File: config.mk
export PLATFORM = sky130hd
export DESIGN_NAME = wb_regfile
export DESIGN_NICKNAME = d
export VERILOG_FILES = /design/src/rtl/wb_regfile_pkg.sv /design/src/rtl/y86_regfile.sv /design/src/rtl/wb_regfile.sv
export SDC_FILE = /design/constraint.sdc
export NUM_CORES = 2
export LEC_CHECK = 0
export CAP_MARGIN = 20
export CORE_ASPECT_RATIO = 1.4
export CORE_MARGIN = 2
export CORE_UTILIZATION = 35
export CTS_BUF_LIST = sky130_fd_sc_hd__clkbuf_8
export DETAILED_ROUTE_END_ITERATION = 10
export PLACE_DENSITY = 0.52
export SETUP_SLACK_MARGIN = 0.02
export SYNTH_ARGS = -nofsm -noshare
export SYNTH_HDL_FRONTEND = slang
export SYNTH_HIERARCHICAL = 1
export SYNTH_SLANG_ARGS = --single-unit
File: constraint.sdc
create_clock -name clk_i -period 5.2 [get_ports clk_i]
set_input_delay 0.52 -clock clk_i [delete_from_list [all_inputs] [get_ports clk_i]]
set_output_delay 0.52 -clock clk_i [all_outputs]
set_load 0.02 [all_outputs]
File: src/rtl/wb_regfile_pkg.sv
// wb_regfile_pkg: shared widths, register/status encodings and writeback state codes.
`default_nettype none

`ifndef NIBBLE
`define NIBBLE 4
`endif
`ifndef D_WORD
`define D_WORD 64
`endif

package wb_regfile_pkg;

  localparam int NIBBLE_W = `NIBBLE;
  localparam int D_WORD_W = `D_WORD;

  localparam logic [`NIBBLE-1:0] RNONE = 4'hF;

  localparam logic [`NIBBLE-1:0] SBUB = 4'd0;
  localparam logic [`NIBBLE-1:0] SAOK = 4'd1;
  localparam logic [`NIBBLE-1:0] SHLT = 4'd2;
  localparam logic [`NIBBLE-1:0] SADR = 4'd3;
  localparam logic [`NIBBLE-1:0] SINS = 4'd4;

  typedef enum logic [1:0] {
    WB_RUN  = 2'd0,
    WB_HALT = 2'd1,
    WB_ERR  = 2'd2
  } wb_state_t;

  function automatic logic is_stop_stat(input logic [`NIBBLE-1:0] stat);
    return (stat == SHLT) || (stat == SADR) || (stat == SINS);
  endfunction

endpackage

`default_nettype wire

File: src/rtl/y86_regfile.sv
// y86_regfile: 15 x 64 register array, two write ports (valM wins), two read ports.
// Same-cycle write-to-read bypass is built when WB_BYPASS_EN is defined.
`default_nettype none

module y86_regfile
  import wb_regfile_pkg::*;
(
  input  logic                 clk_i,
  input  logic                 rstn_i,
  input  logic                 we_e_i,
  input  logic [`NIBBLE-1:0]   waddr_e_i,
  input  logic [`D_WORD-1:0]   wdata_e_i,
  input  logic                 we_m_i,
  input  logic [`NIBBLE-1:0]   waddr_m_i,
  input  logic [`D_WORD-1:0]   wdata_m_i,
  input  logic [`NIBBLE-1:0]   raddr_a_i,
  input  logic [`NIBBLE-1:0]   raddr_b_i,
  output logic [`D_WORD-1:0]   rdata_a_o,
  output logic [`D_WORD-1:0]   rdata_b_o
);

  logic [`D_WORD-1:0] r_regs [0:14];
  logic [`D_WORD-1:0] w_arr_a;
  logic [`D_WORD-1:0] w_arr_b;

  // Write enables are only raised for real register numbers, so index 15 never lands here.
  always_ff @(posedge clk_i or negedge rstn_i) begin
    if (!rstn_i) begin
      for (int i = 0; i < 15; i++) begin
        r_regs[i] <= '0;
      end
    end else begin
      if (we_e_i) r_regs[waddr_e_i] <= wdata_e_i;
      if (we_m_i) r_regs[waddr_m_i] <= wdata_m_i;
    end
  end

  always_comb begin
    w_arr_a = '0;
    w_arr_b = '0;
    if (raddr_a_i != RNONE) w_arr_a = r_regs[raddr_a_i];
    if (raddr_b_i != RNONE) w_arr_b = r_regs[raddr_b_i];
  end

`ifdef WB_BYPASS_EN
  always_comb begin
    rdata_a_o = w_arr_a;
    rdata_b_o = w_arr_b;
    if (raddr_a_i != RNONE) begin
      if (we_m_i && (waddr_m_i == raddr_a_i))      rdata_a_o = wdata_m_i;
      else if (we_e_i && (waddr_e_i == raddr_a_i)) rdata_a_o = wdata_e_i;
    end
    if (raddr_b_i != RNONE) begin
      if (we_m_i && (waddr_m_i == raddr_b_i))      rdata_b_o = wdata_m_i;
      else if (we_e_i && (waddr_e_i == raddr_b_i)) rdata_b_o = wdata_e_i;
    end
  end
`else
  assign rdata_a_o = w_arr_a;
  assign rdata_b_o = w_arr_b;
`endif

endmodule

`default_nettype wire

File: src/rtl/wb_regfile.sv
// wb_regfile: Y86-64 writeback stage - commit gating, run/halt/error status, retire count,
// W stall. Optional macro WB_BYPASS_EN enables same-cycle read bypass in y86_regfile.
`default_nettype none

module wb_regfile
  import wb_regfile_pkg::*;
(
  input  logic                 clk_i,
  input  logic                 rstn_i,
  input  logic [`NIBBLE-1:0]   W_stat_i,
  input  logic [`NIBBLE-1:0]   W_icode_i,
  input  logic [`D_WORD-1:0]   W_valE_i,
  input  logic [`D_WORD-1:0]   W_valM_i,
  input  logic [`NIBBLE-1:0]   W_dstE_i,
  input  logic [`NIBBLE-1:0]   W_dstM_i,
  input  logic [`NIBBLE-1:0]   d_srcA_i,
  input  logic [`NIBBLE-1:0]   d_srcB_i,
  output logic [`D_WORD-1:0]   d_rvalA_o,
  output logic [`D_WORD-1:0]   d_rvalB_o,
  output logic                 W_stall_o,
  output logic [`NIBBLE-1:0]   cpu_stat_o,
  output logic                 halted_o,
  output logic [31:0]          retired_o
);

  wb_state_t          r_state;
  wb_state_t          w_state_nxt;
  logic [`NIBBLE-1:0] r_cpu_stat;
  logic [31:0]        r_retired;
  logic               w_commit;
  logic               w_stall;
  logic               w_we_e;
  logic               w_we_m;
  logic               w_unused_icode;

  // icode travels with W only for trace visibility.
  assign w_unused_icode = ^W_icode_i;

  always_ff @(posedge clk_i or negedge rstn_i) begin
    if (!rstn_i) r_state <= WB_RUN;
    else         r_state <= w_state_nxt;
  end

  always_comb begin
    w_state_nxt = r_state;
    w_commit    = 1'b0;
    w_stall     = 1'b1;
    case (r_state)
      WB_RUN: begin
        w_stall  = is_stop_stat(W_stat_i);
        w_commit = (W_stat_i == SAOK);
        if (W_stat_i == SHLT)                           w_state_nxt = WB_HALT;
        else if ((W_stat_i == SADR) || (W_stat_i == SINS)) w_state_nxt = WB_ERR;
      end
      default: begin
        w_stall = 1'b1;
      end
    endcase
  end

  // The status that caused leaving RUN is captured once; HALT/ERR never exit without reset.
  always_ff @(posedge clk_i or negedge rstn_i) begin
    if (!rstn_i) begin
      r_cpu_stat <= SAOK;
      r_retired  <= '0;
    end else begin
      if ((r_state == WB_RUN) && (w_state_nxt != WB_RUN)) r_cpu_stat <= W_stat_i;
      if (w_commit) r_retired <= r_retired + 32'd1;
    end
  end

  assign w_we_e = w_commit && (W_dstE_i != RNONE);
  assign w_we_m = w_commit && (W_dstM_i != RNONE);

  y86_regfile u_regfile (
    .clk_i     (clk_i),
    .rstn_i    (rstn_i),
    .we_e_i    (w_we_e),
    .waddr_e_i (W_dstE_i),
    .wdata_e_i (W_valE_i),
    .we_m_i    (w_we_m),
    .waddr_m_i (W_dstM_i),
    .wdata_m_i (W_valM_i),
    .raddr_a_i (d_srcA_i),
    .raddr_b_i (d_srcB_i),
    .rdata_a_o (d_rvalA_o),
    .rdata_b_o (d_rvalB_o)
  );

  assign W_stall_o  = w_stall;
  assign cpu_stat_o = r_cpu_stat;
  assign halted_o   = (r_state != WB_RUN);
  assign retired_o  = r_retired;

endmodule

`default_nettype wire

==> impl_results.md <==
- Wire length per cell: 34.46 um
- Ys Warns: 6
- Synthesized area per cell: 9.169 sq um
- Slew @ Worst Pin: 1.280 ns
- Clk buf depth: 3
- Most common cell after layout, fill and taps aside: o21ai_0
- Tmin final: 4.322 ns
- Register area: 24980 sq um
- Hold Fails Final Rpt: 0
- Post CTS Setup Buffer Count: 0
- Synth Net Count: 7365
- Routed via count: 68540
- NetSw: 0.006113 W
- Fin crit share: 0.8312
- Post-Syn Area: 66110 sq um
- Die area: 192400 sq um
- Starting Density: 0.3526
- Die span in y: 518.2 um
- Post-DP HPWL: 170700 um
- Ports: 320
- Startpoint Class: input port
- Unique masters post-synth: 50
- Total GRT Usage: 0.3321
- Via-to-Cell Ratio: 7.181
- Met3 wire length: 42880 um
- # port buffers: 315
- Gate Count Post-Synth: 7210
- Worst hold-check path type: in2async
- Share of cells above drive strength 1: 0.1366
- R2R Path End: u_regfile/r_regs[792]$_DFF_PN0_
- Core area: 187500 sq um
- Initial DRC count: 10190
- DR top layer: met5
- Setup tns final: 0 ns
- FILL cells: 18240
- Final std cells w/o fill: 9544
- Most frequent cells in the layout: 1057 x o21ai_0, 997 x dfrtp_1, 966 x nand3_1
- Met2 wire length: 144900 um
- CTS tree: done
- Internal power: 0.01311 W
- Crit-path max cell delay: 0.78 ns
- H-tree levels: 4
- CP top delay family: buffers and inverters
- Final instance area: 74750 sq um
- CTS Root Cell: clkbuf_8
- # DRC: 0
- First-pass GRT wire length: 479600 um
- Final Wtd Congestion: 0.8343
- M1 WL: 124800 um
- Clk Latency, worst-skew pair: 1.01 ns
- Initial antenna violation count: 53
- Logic pwr share: 0.159
- CTS Buf Count: 179
- Placed cell area: 71090 sq um
- Placed Instances: 9196
- Die X: 371.3 um
- Core Rows: 188
- Power Density: 257.2 nW/um^2
- Lkg Pwr: 27.34 nW
- Slowest-stage cell, CP: o21ai_0
- Register-to-register setup slack: 1.25 ns
- Outcome: complete, no violations
- Sequential share of power: 0.436
- Final wirelength: 328900 um
- Required time worst endpoint: 4.68 ns
- Reg2Reg Depth: 7
- Final Power: 0.01922 W
- Vias in the first global route: 67440
- Relative slew slack: 0.1466
- Worst VDD drop: 0.2720 mV
- Max_cap viols: 0
- CP endpoint kind: output port
- First drt pass iteration count: 9
- Max Clock Freq: 231.4 MHz
- Area Overhead vs Synth: 13.07%
- Critical-path cell list: buf_8, buf_4, mux2i_1, mux4_2, o21ai_0, clkdlybuf4s50_1
- Bufs and invs on worst path: 3
- Sink Count: 998
- Register area share after synthesis: 0.3778
- R2r startpoint: r_state[1]$_DFF_PN0_
- Grt total ovfl: 0
- Fin. max-slew vios: 0
- Max FO, Critical Path: 84
- Final net count: 7063
- Clock transition at the registers of the reported paths: 0.07 ns
- Net Sw Frac: 0.3180
- RSZ-0062 raised after global routing: no
- Crit Path Category: in2out
- Clock Skew: 0.04441 ns
- Clock power share: 0.405
- Final setup fails: 0
- Yosys reg bits: 998
- Worst EP arrival: 3.80 ns
- Multi-input gate area: 36660 sq um
- Antenna-violating nets left: 0
- Largest net degree at the start of global routing: 174
- Final core utilization: 0.3987
## metrics by stage
stage	hold slack [ns]	setup slack [ns]
3_3_place_gp	0.4755	0.8458
5_1_grt	0.1870	0.8825
4_1_cts	0.1465	0.9190
6_report	0.1686	0.8777
2_1_floorplan	0.2244	2.114
3_5_place_dp	0.4731	0.7830
## logic make-up after synthesis
| family | Yosys count | synth area share |
|---|---|---|
| AOI/OAI and AO/OA | 2181 | 0.1883 |
| xor gates and xnor gates | 31 | 0.004221 |
| adders and majority gates | 1 | 0.0001892 |
| buffers and inverters | 1064 | 0.07052 |
| DFF | 998 | 0.3778 |
| muxes | 773 | 0.1898 |
| and+or+nand+nor | 2162 | 0.1692 |
## routing by layer
layer | global-route usage | up-vias
li1 | - | 27160
met1 | 0.4337 | 34900
met2 | 0.4933 | 5384
met3 | 0.1069 | 1050
met4 | 0.1622 | 44
met5 | 0.001518 | -
## worst max-delay path by stage
stage	start	endpoint	slack (ns)	depth (start not counted)
2_1_floorplan	W_stat_i[2]	u_regfile/r_regs[949]$_DFF_PN0_	2.11	11
3_3_place_gp	W_stat_i[2]	u_regfile/r_regs[778]$_DFF_PN0_	0.85	8
3_5_place_dp	W_stat_i[2]	u_regfile/r_regs[778]$_DFF_PN0_	0.78	8
4_1_cts	d_srcA_i[1]	d_rvalA_o[20]	0.92	6
5_1_grt	d_srcA_i[1]	d_rvalA_o[51]	0.88	5
6_report	d_srcA_i[1]	d_rvalA_o[20]	0.88	6
## area by class of cell
cell class                 instances  area share
antenna                           31    0.001038
clock buffer                     229     0.04216
clock inverter                    87    0.005658
inverter                           6   0.0003683
multi-input combinational       5148      0.4904
sequential                       998      0.3341
tap                             2470     0.04134
timing repair buffer             575     0.08486
## Yosys cell counts (all sizes together)
cell type,count,share of area
o21ai,1089,0.082
dfrtp,997,0.38
nand3,974,0.074
nor3,963,0.073
a31oi,960,0.091
clkbuf,764,0.043
mux2i,386,0.058
mux4,384,0.13
buf,294,0.027
nand2b,135,0.013
a22oi,127,0.014
xnor2,27,0.0037
or2,19,0.0018
nand4,15,0.0016
nand2,11,0.00062
nor2,9,0.00055
nor2b,6,0.00057
and3,5,0.00047
nand3b,5,0.00057
nor4,5,0.0012
and2,4,0.00038
and4,4,0.00053
inv,4,0.00023
xor2,4,0.00053
mux2,3,0.00051
a41oi,2,0.00027
and3b,2,0.00027
clkinv,2,0.00011
nor3b,2,0.00030
or3b,2,0.00027
a21o,1,0.00011
dfstp,1,0.00040
ha,1,0.00019
o21bai,1,0.00011
o31ai,1,0.00011
or4,1,0.00011
## timing repair
action                    CTS  global route
resized for setup           0             0
hold endpoints to repair   55             0
hold buffers                1             0
## state kept, by name (all words and copies together) (netlist names)
name              cells
r_state               2
retired_o            32
cpu_stat_o            4
u_regfile/r_regs    960
## power by group through the flow
stage / logic (W) / clock network (W) / registers (W)
floorplan: 0.00162 / 0 / 0.00843
global placement: 0.00295 / 0 / 0.00849
detailed placement: 0.00297 / 0 / 0.00850
CTS: 0.00298 / 0.00783 / 0.00837
global route: 0.00317 / 0.00819 / 0.00842
finish: 0.00305 / 0.00778 / 0.00839
Power figures use the tool's default switching activity.
